==> config.mk <==
export PLATFORM = sky130hd
export DESIGN_NAME = cache_mem_arbiter
export DESIGN_NICKNAME = d
export VERILOG_FILES = /design/src/rtl/cache_mem_arbiter.sv
export SDC_FILE = /design/constraint.sdc
export NUM_CORES = 1
export LEC_CHECK = 0
export ABC_AREA = 1
export CAP_MARGIN = 15
export CORE_AREA = 2 2 543 545
export CTS_CLUSTER_DIAMETER = 100
export DETAILED_ROUTE_END_ITERATION = 8
export DIE_AREA = 0 0 545 547
export SYNTH_ARGS = -nofsm -noshare
export SYNTH_HDL_FRONTEND = slang
export SYNTH_SLANG_ARGS = --single-unit
export TNS_END_PERCENT = 100
==> constraint.sdc <==
create_clock -name clk -period 1.33 [get_ports clk]
set_input_delay 0.266 -clock clk [delete_from_list [all_inputs] [get_ports clk]]
set_output_delay 0.266 -clock clk [all_outputs]
set_load 0.005 [all_outputs]
==> src/rtl/cache_mem_arbiter.sv <==
// Arbiter sharing one burst memory port between icache and dcache.
// Dcache has priority, bounded by a streak limit so instruction fetch cannot starve.
module cache_mem_arbiter #(
  parameter int LINE_W       = 256,
  parameter int ADDR_W       = 32,
  parameter int MAX_D_STREAK = 4
) (
  input  logic              clk,
  input  logic              rst,
  input  logic              i_pmem_read,
  input  logic [ADDR_W-1:0] i_pmem_address,
  output logic [LINE_W-1:0] i_pmem_rdata,
  output logic              i_pmem_resp,
  input  logic              d_pmem_read,
  input  logic              d_pmem_write,
  input  logic [ADDR_W-1:0] d_pmem_address,
  input  logic [LINE_W-1:0] d_pmem_wdata,
  output logic [LINE_W-1:0] d_pmem_rdata,
  output logic              d_pmem_resp,
  output logic              pmem_read,
  output logic              pmem_write,
  output logic [ADDR_W-1:0] pmem_address,
  output logic [LINE_W-1:0] pmem_wdata,
  input  logic [LINE_W-1:0] pmem_rdata,
  input  logic              pmem_resp,
  output logic              arb_busy,
  output logic              grant_d
);

  typedef enum logic [1:0] {
    IDLE   = 2'd0,
    I_XFER = 2'd1,
    D_XFER = 2'd2,
    DONE   = 2'd3
  } state_t;

  localparam logic [3:0] STREAK_MAX = 4'(MAX_D_STREAK);

  state_t            state_q, state_d;
  logic [3:0]        streak_q, streak_d;
  logic [ADDR_W-1:0] addr_q, addr_d;
  logic [LINE_W-1:0] wdata_q, wdata_d;
  logic              wr_q, wr_d;

  logic d_req;
  logic d_blocked;

  function automatic logic [3:0] sat_inc(input logic [3:0] v);
    return (v >= STREAK_MAX) ? STREAK_MAX : v + 4'd1;
  endfunction

  assign d_req     = d_pmem_read | d_pmem_write;
  // Dcache yields only when fetch is waiting and has already been passed over MAX_D_STREAK times.
  assign d_blocked = i_pmem_read & (streak_q == STREAK_MAX);

  always_comb begin
    state_d  = state_q;
    streak_d = streak_q;
    addr_d   = addr_q;
    wdata_d  = wdata_q;
    wr_d     = wr_q;
    case (state_q)
      IDLE: begin
        if (d_req && !d_blocked) begin
          state_d  = D_XFER;
          addr_d   = d_pmem_address;
          wdata_d  = d_pmem_wdata;
          wr_d     = d_pmem_write;
          streak_d = i_pmem_read ? sat_inc(streak_q) : 4'd0;
        end else if (i_pmem_read) begin
          state_d  = I_XFER;
          addr_d   = i_pmem_address;
          wr_d     = 1'b0;
          streak_d = 4'd0;
        end
      end
      I_XFER, D_XFER: begin
        if (pmem_resp) state_d = DONE;
      end
      // One dead cycle so the cache can drop its request before arbitration resumes.
      DONE:    state_d = IDLE;
      default: state_d = IDLE;
    endcase
  end

  always_ff @(posedge clk or negedge rst) begin
    if (!rst) begin
      state_q  <= IDLE;
      streak_q <= 4'd0;
      addr_q   <= '0;
      wdata_q  <= '0;
      wr_q     <= 1'b0;
    end else begin
      state_q  <= state_d;
      streak_q <= streak_d;
      addr_q   <= addr_d;
      wdata_q  <= wdata_d;
      wr_q     <= wr_d;
    end
  end

  assign pmem_read    = (state_q == I_XFER) | ((state_q == D_XFER) & ~wr_q);
  assign pmem_write   = (state_q == D_XFER) & wr_q;
  assign pmem_address = addr_q;
  assign pmem_wdata   = wdata_q;

  assign i_pmem_resp  = (state_q == I_XFER) & pmem_resp;
  assign d_pmem_resp  = (state_q == D_XFER) & pmem_resp;
  assign i_pmem_rdata = pmem_rdata;
  assign d_pmem_rdata = pmem_rdata;

  assign arb_busy     = (state_q != IDLE);
  assign grant_d      = (state_q == D_XFER);

endmodule

# Word level (Yosys, flattened, before mapping)
# Cells that the tools add are included.
dict set report classes {
  add_sub_neg 1
  multipliers 0
  div_mod_pow 0
  magnitude_cmp 1
  n_eq_ne 6
  shift 0
  muxes 12
  bitwise 8
  reduce_logical 9
}
# operator count
set ops {}
lappend ops {{32-bit two-way mux} 2}
lappend ops {{4-bit two-way mux} 4}
lappend ops {{2-bit two-way mux} 3}
lappend ops {{2-bit one-hot mux with 3 select lines} 1}
lappend ops {{2-bit AND reduction} 3}
lappend ops {{1-bit AND} 5}
lappend ops {{4-bit by 1-bit adder with 4-bit output, second input constant} 1}
lappend ops {{2-bit == test, second input constant} 2}
lappend ops {{4-bit by 3-bit == test with 1-bit output, second input constant} 1}
lappend ops {{4-bit by 3-bit greater-or-equal comparator with 1-bit output, second input constant} 1}
lappend ops {{2-bit nonzero test} 2}
lappend ops {{3-bit inequality test, second input constant} 1}
lappend ops {{2-bit by 1-bit == test with 1-bit output, second input constant} 1}
lappend ops {{2-bit logical NOT} 1}
lappend ops {{1-bit two-way mux} 2}
lappend ops {{2-bit inequality test, second input constant} 1}
lappend ops {{1-bit bitwise OR} 2}
lappend ops {{2-bit OR reduction} 1}
lappend ops {{1-bit logical AND} 1}
lappend ops {{1-bit logical NOT} 1}
lappend ops {{1-bit NOT} 1}
dict set report word_totals {
  register_bits 295
  latchBits 0
  mem_bits_rw 0
  rom_bits 0
  input_bits 582
  out_inout_bits 806
  n_memories 0
}

# Depth between registers and ports, before layout
# Gate-level depths: netlist of the first run.
dict set report logic_depth {
  ltp_word 6
  mapped_depth 10
  depth_no_buf 10
}

# Worst setup path after synthesis of the first run
# Ideal clock, no wire load.
dict set report synth_timing {
  path_kind {register to register}
  start {register state_q[0]}
  end {register addr_q[22] (netlist: pmem_address[22])}
  setup_ps 118
  arrival_ps 1347
  required_ps 1212
  setup_slack_ps -135
  stages_incl_launch_ff 9
  path_buffers 1
  synth_period_minus_slack_ps 1465
  cell_sequence {dfrtp_1 > inv_1 > ha_1 > inv_1 > a21oi_1 > inv_2 > clkbuf_1 > nand2_1 > nand2_1}
}
dict set report synth_via {
  elab_chain_cells 2
}
# element line_no
set synth_rtl {}
lappend synth_rtl {{start, declared} 39} ;# state_t state_q, state_d;
lappend synth_rtl {{start signal, assigned} 94} ;# state_q <= state_d;
lappend synth_rtl {{2-bit logical NOT} 62} ;# case (state_q)
lappend synth_rtl {{2-bit AND reduction (no line)} --}
lappend synth_rtl {{end signal, assigned} 96} ;# addr_q <= addr_d;
lappend synth_rtl {{end, declared} 41} ;# logic [ADDR_W-1:0] addr_q, addr_d;
# Every way passes these cells.
# A chain may end at the register's enable or synchronous reset.

# Worst setup path after layout of the first run
dict set report layout_timing {
  start {register state_q[1]}
  end {register wdata_q[168] (netlist: pmem_wdata[168])}
}
dict set report layout_via {
  elab_chain_cells 2
}
# element line_no
set layout_rtl {}
lappend layout_rtl {{2-bit logical NOT} 62}
lappend layout_rtl {{2-bit AND reduction (no line)} --}
lappend layout_rtl {{end signal, assigned} 97} ;# wdata_q <= wdata_d;
lappend layout_rtl {{end, declared} 42} ;# logic [LINE_W-1:0] wdata_q, wdata_d;
# Every way passes these cells.

==> reports/metrics.cfg, run 1 <==
[detailed_routing]
drtAntennaViolNets = 0
drt-pass1-iter-count = 5
drtIter0Drc = 1097
via_count = 15100
wl_mm = 194
drc = 0
viasPerCell = 2.39
avgRoutedWirePerCell_um = 30.7

[synth]
ys_seq_elements = 295
synth-edff-count = 0
ys_types = 18
syn_inst = 1938
synthTopCellsByArea = dfrtp_1 46%, buf_4 25%, nand2_1 8.8%
synth_top_family_by_area = buffers and inverters
synth_compound_area_share_pct = 8.07
yosys.area_share.simple_pct = 11.3
synth_area_um2 = 16100
synth_commonest_cells = 536 x buf_4, 377 x nand2_1, 336 x inv_1
postSynthAreaPerCell_um2 = 8.31
synth_top_area_share_pct = 45.8
yosys.area.top_type = dfrtp_1
synth_nets = 2526
synth.most_common_cell = buf_4
synth_xor_area_share_pct = 0
async_flop_share_pct = 100
synth_mux_area_share_pct = 0
synthAdderAreaFrac_pct = 0.466
synth_warnings = 0
synth-main-ff-cell = dfrtp_1
yosysSeqAreaShare_pct = 45.8

[placement]
io_buffers = 619
placed_cell_area_um2 = 24900
dpl.cell_count = 5966
place.gp.congestion = 0.931
hpwl_mm = 167

[sta]
holdWs_ns = 0.132
fin_crit_sh_pct = 147
fin_skew_ns = 0.0156
rsz0062_at_grt = yes
setup_viol = 589
period_needed_ns = 1.95
max_freq_mhz = 513
worstMarginPinSlew_ns = 0.410
maxSlewViolCount = 0
setup_ws_ns = -0.621
hold_viol_final = 0
max-slew-margin-rel_pct = 72.6

[global_routing]
grt_antenna_before_repair = 100
overflow = 0
grt_pass1_vias = 13700
grt_start_max_net_pins = 42
grt_pass1_wl_mm = 220
track_usage_pct = 12.3

[layout]
postLayoutCellArea_um2 = 30800
fin_cells = 6328
area_growth_pct = 91.0
drive_gt1_share_pct = 43.2
nNetsFinal = 2956

[job]
cap_violations = 0

[power_and_ir_drop]
power_density_nw_per_um2 = 2360
p_leak_uw = 0.0137
power_uw = 72500
ir_drop_v = 0.00115

[outcome]
status = finished, violations left
violations = setup timing

[floorplan]
initial_core_util_pct = 5.50
std_cell_rows = 199
die_w_um = 545
dieArea_um2 = 298000
num_io_pins = 1388
die_h_um = 547
core_area_um2 = 293000

[setup_path]
arrival_ns = 2.50
r2r_slack_ns = -0.62
startpoint_type = flip-flop
r2r-start = state_q[1]
r2r_end = pmem_wdata[168]
cp-end-kind = flip-flop
reg2regPathDepth = 12
crit_fanout = 8
worst-setup-path-type = reg -> reg
critical_path_required_ns = 1.88

[hold_path]
hold_end = pmem_wdata[254]
min_path_type = in -> reg
whs_path_depth = 3
min_from = d_pmem_wdata[254]

[clock_network]
worstSkewPairLatency_ns = 0.67
numClockSinks = 295
path_clk_slew_ns = 0.06
clockRootBuffer = clkbuf_16
cts_tree = yes
cts_max_level = 2
numCtsBuffers = 44
clockBufferDepth = 3

-- worst max-delay path by stage --
stage / end / from / slack [ns] / depth (start not counted)
after floorplan: pmem_wdata[154] / streak_q[0] / -0.08 / 10
after global placement: pmem_wdata[41] / d_pmem_write / -0.65 / 8
after detailed placement: pmem_wdata[19] / i_pmem_read / -0.68 / 8
after CTS: i_pmem_resp / state_q[1] / -0.69 / 6
after global routing: i_pmem_resp / state_q[1] / -0.69 / 6
final: pmem_wdata[168] / state_q[1] / -0.62 / 12
-- stage by stage --
stage	utilization [%]	setup slack [ns]	TNS (ns)
floorplan	-	-0.0750	-14.61
global placement	8.50	-0.649	-160.13
detailed placement	8.50	-0.679	-165.39
CTS	9.61	-0.686	-226.81
global route	10.5	-0.689	-234.10
finish	10.5	-0.621	-194.06
-- cell families after synthesis --
logic type                 Yosys count
buffers and inverters              922
and+or+nand+nor                    456
DFF                                295
AOI/OAI and AO/OA                  259
adders and majority gates            6
-- worst max-delay path: stages, from the launching register on --
cell	delay, ns
dfrtp_1	0.40
buf_6	0.13
inv_6	0.07
ha_4	0.14
buf_6	0.10
nand3_4	0.08
buf_12	0.16
buf_16	0.15
buf_12	0.15
buf_12	0.14
buf_16	0.16
nand2_2	0.07
o21ai_2	0.05
-- layout by cell type, fill, tap and decap left out, drive strengths merged --
cell and n:
o21bai 1, nand2 378, diode 13, dlygate4sd3 2
a21oi 2, o21ai 256, dfrtp 295, buf 625
bufinv 4, nor2 8, clkinv 4, clkdlybuf4s50 324
nand3 70, inv 343, ha 6, clkinvlp 1
clkbuf 77
-- registers in the layout, summed over array words and instances (netlist names) --
| signal | cells |
|---|---|
| pmem_address | 32 |
| pmem_wdata | 256 |
| state_q | 2 |
| streak_q | 4 |
| wr_q | 1 |
-- area by class of cell --
type | instances | area [µm²]
fillers | 33500 | 262000
clock inverters | 14 | 210
multi-input cells | 721 | 4460
inverters | 338 | 1290
clock buffers | 60 | 1250
repair buffers | 968 | 11200
flip-flops and latches | 295 | 7420
diodes | 13 | 32.5
well taps | 3919 | 4900
-- per-layer routing --
layer | share of wire [%] | track usage [%] | up-vias
met3 | 30 | 16.8 | 552
met1 | 25 | 8.90 | 6730
met5 | 0.093 | 0.898 | -
met4 | 7.0 | 6.94 | 16
met2 | 38 | 16.7 | 1601
li1 | - | - | 6209
-- where the power goes --
part	switching, µW	total (µW)	internal (µW)
Combinational	19400	42500	23100
Clock	5160	12500	7340
Sequential	3990	17500	13500
Total	28500	72500	44000
-- what timing repair did --
item                                    4_1_cts  5_1_grt
hold buffers                                  2        0
pin swaps                                     4        8
gates resized for setup                    1045      422
gates cloned                                 36       21
setup buffers                                71      164
endpoints found under the setup margin      589      589
hold endpoints to repair                    295        0
Power figures use the tool's default switching activity.
==> inputs of run 2 (changes only) <==
Settings changed: ABC_AREA 1 to not set, CORE_AREA 2 2 543 545 to 2 2 538 540, DIE_AREA 0 0 545 547 to 0 0 540 542, SKIP_LAST_GASP set to 1.
==> run 2 against run 1 <==
  * The flow still finishes with violations (setup timing)
  * Sequential cell count did not move
  * Largest power group unchanged
  * Sequential share of layout area rose by 0.91 points
  * Register-to-register slack got worse by 0.03 ns
  * Highest routed layer unchanged
  * Setup slack got worse by 0.031 ns
  * Die area fell by 1.8%
  * Critical path type unchanged
  * Non-clock buffer count fell by 57
  * Clock power fell by 10%
==> reports/metrics.cfg, run 2 <==
[layout]
final_common_cell = clkdlybuf4s50_1  ; was inv_1
layout_common_cells = 324 x clkdlybuf4s50_1, 257 x dfrtp_1, 215 x buf_12, 210 x buf_4, 209 x mux2_4  ; was 328 x inv_1, 324 x clkdlybuf4s50_1, 266 x dfrtp_1, 223 x buf_4, 191 x nand2_1
largest_register_ffs = 256  ; unchanged
drive_gt1_share_pct = 60.2  ; was 43.2%
fillers = 32600  ; was 33,500
multi_input_area_um2 = 5150  ; was 4460 µm²
area_growth_pct = 87.5  ; was 91.0%
nNetsFinal = 2259  ; was 2,956
seq_area_um2 = 7430  ; was 7420 µm²
postLayoutCellArea_um2 = 29700  ; was 30,800 µm²

[clock_network]
cts_tree = yes  ; unchanged
path_clk_slew_ns = 0.06  ; about the same
clockBufferDepth = 3  ; unchanged
worstSkewPairLatency_ns = 0.63  ; was 0.67 ns
numCtsBuffers = 39  ; was 44
cts_max_level = 2  ; unchanged
numClockSinks = 295  ; unchanged
clockRootBuffer = clkbuf_16  ; unchanged

[synth]
ys_seq_elements = 295  ; unchanged
synth_area_um2 = 15800  ; was 16,100 µm²
synth_nets = 1869  ; was 2,526
synthTopCellsByArea = dfrtp_1 47%, buf_4 24%, mux2_4 9.5%  ; was dfrtp_1 46%, buf_4 25%, nand2_1 8.8%
synth_warnings = 0  ; unchanged
syn_inst = 1281  ; was 1,938
synth_top_area_share_pct = 46.6  ; was 45.8%
synth.most_common_cell = buf_4  ; unchanged
synth_commonest_cells = 514 x buf_4, 295 x dfrtp_1, 130 x mux2_1  ; was 536 x buf_4, 377 x nand2_1, 336 x inv_1
postSynthAreaPerCell_um2 = 12.4  ; was 8.31 µm²
yosysSeqAreaShare_pct = 46.6  ; was 45.8%
synth-edff-count = 0  ; unchanged
synth-main-ff-cell = dfrtp_1  ; unchanged
ys_types = 31  ; was 18
async_flop_share_pct = 100  ; unchanged
yosys.area.top_type = dfrtp_1  ; unchanged

[sta]
max-slew-margin-rel_pct = 72.7  ; was 72.6%
setup_viol = 589  ; unchanged
fin_crit_sh_pct = 149  ; was 147%
worstMarginPinSlew_ns = 0.410  ; about the same
maxSlewViolCount = 0  ; unchanged
setup_ws_ns = -0.651  ; was -0.621 ns
rsz0062_at_grt = yes  ; unchanged
period_needed_ns = 1.98  ; was 1.95 ns
holdWs_ns = 0.0990  ; was 0.132 ns
fin_skew_ns = 0.0160  ; was 0.0156 ns
max_freq_mhz = 505  ; was 513 MHz
hold_viol_final = 0  ; unchanged

[power_and_ir_drop]
power_uw = 76800  ; was 72,500 µW
ir_drop_v = 0.000860  ; was 0.00115 V
power_density_nw_per_um2 = 2590  ; was 2360 nW/µm²
p_leak_uw = 0.0119  ; was 0.0137 µW

[placement]
place.gp.congestion = 0.743  ; was 0.931
hpwl_mm = 151  ; was 167 mm
io_buffers = 619  ; unchanged
placed_cell_area_um2 = 25100  ; was 24,900 µm²
dpl_worst_slack_ns = -1.05  ; was -0.679 ns

[setup_path]
slowest_delay_ns = 0.39  ; was 0.40 ns
cp-end-kind = flip-flop  ; unchanged
crit_path_frequent_cell = buf_12  ; unchanged
startpoint_type = flip-flop  ; unchanged
crit_family = buffers and inverters  ; unchanged
critical_path_required_ns = 1.83  ; was 1.88 ns
crit_fanout = 8  ; unchanged
cp_cell_sequence = inv_2, ha_4, nand4b_4, nand3_4, buf_12, buf_12, clkbuf_16, mux2_1  ; was buf_6, inv_6, ha_4, buf_6, nand3_4, buf_12, buf_16, buf_12, buf_12, buf_16, nand2_2, o21ai_2
crit_buf_inv = 4  ; was 8
arrival_ns = 2.49  ; was 2.50 ns
worst-setup-path-type = reg -> reg  ; unchanged
crit_slowest_cell = dfrtp_1  ; unchanged

[global_routing]
track_usage_pct = 10.9  ; was 12.3%
grt_start_max_net_pins = 61  ; was 42
grt_pass1_wl_mm = 192  ; was 220 mm
grt_antenna_before_repair = 118  ; was 100
grt_pass1_vias = 11400  ; was 13,700
overflow = 0  ; unchanged

[detailed_routing]
drc = 0  ; unchanged
drt-pass1-iter-count = 5  ; unchanged
drtIter0Drc = 611  ; was 1,097
via_count = 11800  ; was 15,100
viasPerCell = 2.15  ; was 2.39
avgRoutedWirePerCell_um = 31.2  ; was 30.7 µm
drtAntennaViolNets = 0  ; unchanged
wl_mm = 171  ; was 194 mm

[floorplan]
core_area_um2 = 287000  ; was 293,000 µm²
dieArea_um2 = 293000  ; was 298,000 µm²
initial_core_util_pct = 5.52  ; was 5.50%
die_w_um = 540  ; was 545 µm
num_io_pins = 1388  ; unchanged
die_h_um = 542  ; was 547 µm
std_cell_rows = 197  ; was 199

[outcome]
status = finished, violations left  ; unchanged
violations = setup timing  ; unchanged

[job]
cap_violations = 0  ; unchanged

[hold_path]
min_path_type = in -> async  ; was in -> reg

run 2: cell types whose count changed in the layout (fill, tap and decap cells not counted), moves of 67 or more:
cell | previous run | this run
inv_1 | 328 | 2
mux2_4 | 0 | 209
nand2_1 | 191 | 1
o21ai_1 | 133 | 7
nand2_2 | 109 | 1
o21ai_2 | 92 | 2
nand2_4 | 78 | 0
nand3_1 | 68 | 1
run 2: report_power, final:
part,internal [µW],switching [µW],leakage (µW)
logic,28100,19000,0.00786
registers,13800,4700,0.00342
clock network,6360,4890,0.000652
total,48200,28500,0.0119
run 2: worst register-to-register path: cells and delay by family (launching register included):
kind,cells,cell delay [ns]
buf+inv,4,0.64
flops,1,0.39
simple gates,2,0.35
mux,1,0.33
fa+ha+maj,1,0.14
run 2: logic make-up after synthesis:
logic type | synth area share (%)
buf+inv | 26.9
flops | 46.6
mux | 20.8
compound gates | 3.81
simple gates | 1.37
fa+ha+maj | 0.474
run 2: path summary, 6_finish.rpt:
| kind | slack (ns) | depth (start not counted) | start | to |
|---|---|---|---|---|
| setup / recovery | -0.65 | 8 | streak_q[0] | pmem_wdata[13] |
| hold / removal | 0.1 | 2 | rst | pmem_wdata[199] |
| setup reg to reg | -0.65 | 8 | streak_q[0] | pmem_wdata[13] |
| hold reg to reg | 0.49 | 1 | pmem_wdata[10] | pmem_wdata[10] |
| max in group asynchronous | 0.44 | 3 | rst | pmem_wdata[89] |
| min in group clk | 0.20 | 3 | i_pmem_address[12] | pmem_address[12] |
run 2: cell type report:
| type | count | share of cell area, % |
|---|---|---|
| Antenna cell | 7 | 0.0590 |
| Timing Repair Buffer | 911 | 37.0 |
| Tap cell | 3781 | 15.9 |
| Clock buffer | 51 | 3.71 |
| Sequential cell | 295 | 25.0 |
| Inverter | 7 | 0.0970 |
| Clock inverter | 18 | 0.822 |
| Multi-Input combinational cell | 417 | 17.3 |
run 2: per-stage QoR:
step	util, %	TNS [ns]	std cells
after floorplan	-	-73.97	1281
after global placement	8.75	-257.62	5166
after detailed placement	8.75	-268.51	5166
after CTS	9.59	-219.43	5304
after global routing	10.3	-229.62	5486
final	10.3	-187.82	5487
run 2: routing by layer:
layer	GRT usage [%]	wire length, µm	vias to the layer above
met3	12.8	42900	457
met2	17.0	74100	1365
met5	0.411	163	-
met1	8.54	46300	5407
met4	3.61	7640	6
li1	-	-	4571
run 2: timing repair:
action                                  CTS  global route
endpoints found under the setup margin  589           589
hold endpoints to repair                295             0
gates resized for setup                 478           307
hold buffers                              2             0
buffers inserted                         48           174
pin swaps                                 5             4
gates cloned                             19            14
